===== src/rtl/seq_add_pkg.sv =====
// Shared definitions for the chunked sequential adder: FSM encoding and
// the chunk-index width helper.
package seq_add_pkg;

  typedef enum logic [1:0] {
    ST_IDLE = 2'd0,
    ST_RUN  = 2'd1,
    ST_DONE = 2'd2
  } state_t;

  // Index register width for NCH chunks; never narrower than one bit.
  function automatic int idx_width(input int nch);
    return (nch > 1) ? $clog2(nch) : 1;
  endfunction

endpackage


===== src/rtl/add_chunk.sv =====
// Combinational CHUNK-bit ripple-carry slice adder, reused by the sequential
// adder on every RUN cycle.
module add_chunk #(
  parameter int CHUNK = 8
) (
  input  logic [CHUNK-1:0] a,
  input  logic [CHUNK-1:0] b,
  input  logic             ci,
  output logic [CHUNK-1:0] s,
  output logic             co
);

  logic [CHUNK:0] carry;

  assign carry[0] = ci;

  for (genvar gi = 0; gi < CHUNK; gi++) begin : g_bit
    assign s[gi]         = a[gi] ^ b[gi] ^ carry[gi];
    assign carry[gi + 1] = (a[gi] & b[gi]) | (carry[gi] & (a[gi] ^ b[gi]));
  end

  assign co = carry[CHUNK];

endmodule


===== src/rtl/seq_add_nbit.sv =====
// Sequential WIDTH-bit adder/subtractor that processes one CHUNK-bit slice
// per clock, LSB slice first, with a ready/busy/done handshake.
module seq_add_nbit #(
  parameter int WIDTH = 32,
  parameter int CHUNK = 8
) (
  input  logic             clk,
  input  logic             rst,
  input  logic             start,
  input  logic [WIDTH-1:0] a,
  input  logic [WIDTH-1:0] b,
  input  logic             cin,
  input  logic             sub,
  output logic             ready,
  output logic             busy,
  output logic             done,
  output logic [WIDTH-1:0] s,
  output logic             cout,
  output logic             ovf
);

  import seq_add_pkg::*;

  localparam int NCH = WIDTH / CHUNK;
  localparam int IW  = idx_width(NCH);

  state_t           state_reg, state_next;
  logic [WIDTH-1:0] a_reg, b_reg;
  logic             carry_reg;
  logic [IW-1:0]    idx_reg;
  logic             cout_reg, ovf_reg;

  logic [CHUNK-1:0] chunk_a, chunk_b, chunk_s;
  logic             chunk_co;
  logic             accept, last_chunk, running;

  assign running    = (state_reg == ST_RUN);
  assign accept     = start && !running;
  assign last_chunk = (idx_reg == IW'(NCH - 1));

  assign ready = !running;
  assign busy  = running;
  assign done  = (state_reg == ST_DONE);
  assign cout  = cout_reg;
  assign ovf   = ovf_reg;

  always_ff @(posedge clk) begin
    if (rst) state_reg <= ST_IDLE;
    else     state_reg <= state_next;
  end

  always_comb begin
    state_next = state_reg;
    case (state_reg)
      ST_IDLE: if (start) state_next = ST_RUN;
      ST_RUN:  if (last_chunk) state_next = ST_DONE;
      ST_DONE: state_next = start ? ST_RUN : ST_IDLE;
      default: state_next = ST_IDLE;
    endcase
  end

  // Select the operand slices addressed by the chunk index.
  always_comb begin
    chunk_a = '0;
    chunk_b = '0;
    for (int i = 0; i < NCH; i++) begin
      if (idx_reg == IW'(i)) begin
        chunk_a = a_reg[i*CHUNK +: CHUNK];
        chunk_b = b_reg[i*CHUNK +: CHUNK];
      end
    end
  end

  add_chunk #(.CHUNK(CHUNK)) u_add_chunk (
    .a  (chunk_a),
    .b  (chunk_b),
    .ci (carry_reg),
    .s  (chunk_s),
    .co (chunk_co)
  );

  // b_reg already holds the post-inversion operand, so ovf sees B' directly.
  always_ff @(posedge clk) begin
    if (rst) begin
      a_reg     <= '0;
      b_reg     <= '0;
      carry_reg <= 1'b0;
      idx_reg   <= '0;
      cout_reg  <= 1'b0;
      ovf_reg   <= 1'b0;
    end else if (accept) begin
      a_reg     <= a;
      b_reg     <= sub ? ~b : b;
      carry_reg <= sub | cin;
      idx_reg   <= '0;
    end else if (running) begin
      carry_reg <= chunk_co;
      idx_reg   <= last_chunk ? '0 : idx_reg + IW'(1);
      if (last_chunk) begin
        cout_reg <= chunk_co;
        ovf_reg  <= (a_reg[WIDTH-1] == b_reg[WIDTH-1]) &&
                    (chunk_s[CHUNK-1] != a_reg[WIDTH-1]);
      end
    end
  end

  for (genvar gi = 0; gi < NCH; gi++) begin : g_slice
    logic [CHUNK-1:0] slice_reg;

    always_ff @(posedge clk) begin
      if (rst)
        slice_reg <= '0;
      else if (running && idx_reg == IW'(gi))
        slice_reg <= chunk_s;
    end

    assign s[gi*CHUNK +: CHUNK] = slice_reg;
  end

endmodule

===== config.mk =====
export PLATFORM = sky130hd
export DESIGN_NAME = seq_add_nbit
export DESIGN_NICKNAME = d
export VERILOG_FILES = /design/src/rtl/seq_add_pkg.sv /design/src/rtl/add_chunk.sv /design/src/rtl/seq_add_nbit.sv
export SDC_FILE = /design/constraint.sdc
export NUM_CORES = 1
export LEC_CHECK = 0
export ABC_AREA = 0
export CAP_MARGIN = 20
export CORE_MARGIN = 2
export CORE_UTILIZATION = 30
export CTS_CLUSTER_SIZE = 10
export DETAILED_ROUTE_END_ITERATION = 7
export PLACE_DENSITY = 0.61
export SLEW_MARGIN = 20
export SYNTH_ARGS = -nofsm -noshare
export SYNTH_HDL_FRONTEND = slang
export SYNTH_SLANG_ARGS = --single-unit

===== constraint.sdc =====
create_clock -name clk -period 6.1 [get_ports clk]
set_input_delay 1.525 -clock clk [delete_from_list [all_inputs] [get_ports clk]]
set_output_delay 1.525 -clock clk [all_outputs]
set_load 0.1 [all_outputs]

==> flow_summary.json <==
{
  "status": "completed",
  "switching_share": 0.306,
  "layout_setup_ws_ns": 0.621,
  "r2r_end": "ovf$_SDFFE_PP0P_",
  "cp_data_arrival_time_ns": 5.74,
  "syn-num-nets": 614,
  "min_path_type": "reg2reg",
  "cellLeakagePower_nw": 2.05,
  "path_max_fanout": 18,
  "tightestPinTransition_ns": 1.02,
  "yosysMostFrequentCell": "dfxtp_1",
  "detail_route.wl_per_cell_um": 15.8,
  "pin_count": 106,
  "clk_path_buf_depth": 2,
  "synth_seq_area_share": 0.408,
  "fp.dieH_um": 134,
  "synthCells": 533,
  "numClockSinks": 103,
  "grt_setup_unrepaired": "no",
  "r2r_slack_ns": 0.62,
  "worstPathCellList": "inv_1, ha_1, nor2b_2, a221o_1, a22oi_1, fa_1, fa_1, fa_1, fa_1, fa_1, inv_1, fa_1, inv_1, fa_1, inv_1, fa_1, nand3b_1, a211oi_1",
  "yosys-top-cells-count": "dfxtp_1, a21oi_1, nor2_1",
  "core_area_um2": 16500,
  "cp-endpoint": "ovf$_SDFFE_PP0P_",
  "synth_area_per_cell_um2": 9.49,
  "path_class": "reg2reg",
  "synth.yosys.warnings": 0,
  "cpMostUsedCell": "fa_1",
  "dp_hpwl_um": 9390,
  "preCtsSetupSlack_ns": 0.686,
  "post_route_cells_drive_above_1_share": 0.108,
  "regToRegStartpoint": "idx_reg[1]$_SDFFE_PP0P_",
  "numCtsBuffers": 9,
  "num_rows": 47,
  "clk_pin_slew_ns": 0.07,
  "cts_hold_buf": 0,
  "power.switching_w": 0.000521,
  "end_kind": "flip-flop",
  "p_total_w": 0.00170,
  "gp_congestion": 0.803,
  "fin_setup_tns_ns": 0,
  "synth_seq_cells": 103,
  "timing.fmax_ghz": 0.183,
  "ant_nets": 0,
  "yosysTopAreaCell": "dfxtp_1",
  "clock_latency_ns": 0.35,
  "period_needed_ns": 5.48,
  "layout.nets": 676,
  "cts_setup_buffers": 0,
  "drt_first_pass_iters": 4,
  "fin_skew_ns": 0.00779,
  "startpoint": "idx_reg[1]$_SDFFE_PP0P_",
  "antenna_found_initial": 0,
  "vdd_drop_max_uv": 147,
  "synth_ff_type": "dfxtp_1",
  "post-route-util": 0.381,
  "n_fill_cell": 1667,
  "fin_cells": 820,
  "power.internal_w": 0.00118,
  "fin_crit_sh": 0.898,
  "grt_pass1_vias": 4043,
  "grt_first_pass_wirelength_um": 20800,
  "drv_cap": 0,
  "synth_edf_count": 0,
  "synth_top_area_share": 0.408,
  "cp-start-kind": "flip-flop",
  "yosys-top-cells-area": "dfxtp_1, a21oi_1, a211oi_2",
  "die_w_um": 134,
  "netlist-cell-type-count": 39,
  "synthesis.area_um2": 5060,
  "viasPerCell": 4.98,
  "drc": 0,
  "reg2reg_depth": 18,
  "dieArea_um2": 17900,
  "finalSetupViolCount": 0,
  "gr-usage-all-layers": 0.146,
  "cts_tree": "yes",
  "overflow": 0,
  "relSlewSlack": 0.317,
  "routed_wl_um": 12900,
  "hold_viol": 0,
  "area_growth_pct": 24.6,
  "hold_depth": 2,
  "timing.final.max_slew_violations": 0,
  "pwr-share-seq": 0.436,
  "crit_slowest_cell": "nor2b_2",
  "drt_iter0_drc": 289,
  "power_frac_clock": 0.345,
  "synthArstFlopShare": 0,
  "start_util": 0.306,
  "vias": 4087,
  "cp_slowest_stage_delay_ns": 0.56,
  "cts.repair.resized": 0,
  "io_buffers": 105,
  "p_comb_frac": 0.219,
  "grt_max_degree": 104,
  "hp-start": "g_slice[3].slice_reg[5]$_SDFFE_PP0P_",
  "cp.required_ns": 6.36,
  "root_buffer": "clkbuf_16",
  "placed_cells_incl_taps": 804,
  "p_per_area_nw_per_um2": 270,
  "diodes": 0,
  "cts_htree_levels": 3
}
power groups by stage:
stage	Clock (W)	Sequential, W	Combinational [W]
6_report	0.000587	0.000743	0.000373
5_1_grt	0.000625	0.000747	0.000404
4_1_cts	0.000597	0.000743	0.000376
3_5_place_dp	0	0.000758	0.000375
3_3_place_gp	0	0.000758	0.000368
2_1_floorplan	0	0.000803	0.000227
worst min-delay path by stage:
stage	end	slack, ns
floorplan	a_reg[5]$_SDFFE_PP0P_	0.45
finish	g_slice[3].slice_reg[5]$_SDFFE_PP0P_	0.47
global route	g_slice[3].slice_reg[7]$_SDFFE_PP0P_	0.50
CTS	g_slice[3].slice_reg[5]$_SDFFE_PP0P_	0.47
global placement	g_slice[3].slice_reg[7]$_SDFFE_PP0P_	0.45
detailed placement	g_slice[3].slice_reg[5]$_SDFFE_PP0P_	0.46
cells by family after synthesis:
kind of cell / Yosys count / share of synthesized area
multiplexers: 6 / 0.0119
adder cells (fa/ha/maj): 12 / 0.0416
AO/OA/AOI/OAI: 206 / 0.292
buffers and inverters: 78 / 0.0973
XOR/XNOR: 32 / 0.0554
AND/OR/NAND/NOR: 96 / 0.0938
flip-flops: 103 / 0.408
worst max-delay path, delay by kind of cell (launching register included):
| family | cells | cell delay, ns |
|---|---|---|
| AO/OA/AOI/OAI | 3 | 0.52 |
| flip-flops | 1 | 0.37 |
| adder cells (fa/ha/maj) | 9 | 3.45 |
| AND/OR/NAND/NOR | 2 | 0.75 |
| buffers and inverters | 4 | 0.29 |
per-layer routing:
layer	part of all wire	track usage	vias up
li1	-	-	2028
met1	0.46	0.195	1943
met2	0.47	0.234	102
met3	0.054	0.0336	14
met4	0.012	0.0473	0
met5	0	0	-
per-stage QoR:
stage / hold slack (ns) / cell area [um^2]
floorplan: 0.454 / 5060
global placement: 0.449 / 5990
global route: 0.495 / 6300
CTS: 0.472 / 6300
detailed placement: 0.462 / 5990
finish: 0.468 / 6300
cell type report:
type | instances | area [um^2] | area share
Inverter | 20 | 82.6 | 0.0131
Tap cell | 220 | 275 | 0.0437
Sequential cell | 103 | 2060 | 0.327
Clock inverter | 7 | 80.1 | 0.0127
Multi-Input combinational cell | 352 | 2500 | 0.397
Clock buffer | 9 | 225 | 0.0357
Timing Repair Buffer | 109 | 1070 | 0.170
cells in the final DEF (no fill, tap or decap), types with 8 or more instances in the layout:
| cell | instances |
|---|---|
| a211oi_1 | 27 |
| a211oi_2 | 30 |
| a21oi_1 | 82 |
| a221o_1 | 12 |
| clkbuf_16 | 9 |
| clkdlybuf4s50_1 | 102 |
| dfxtp_1 | 103 |
| fa_1 | 8 |
| inv_1 | 18 |
| nand2_1 | 12 |
| nand3_1 | 33 |
| nor2_1 | 35 |
| o21ai_0 | 29 |
| xnor2_1 | 32 |
No activity file was read; power rests on OpenSTA's default activity.
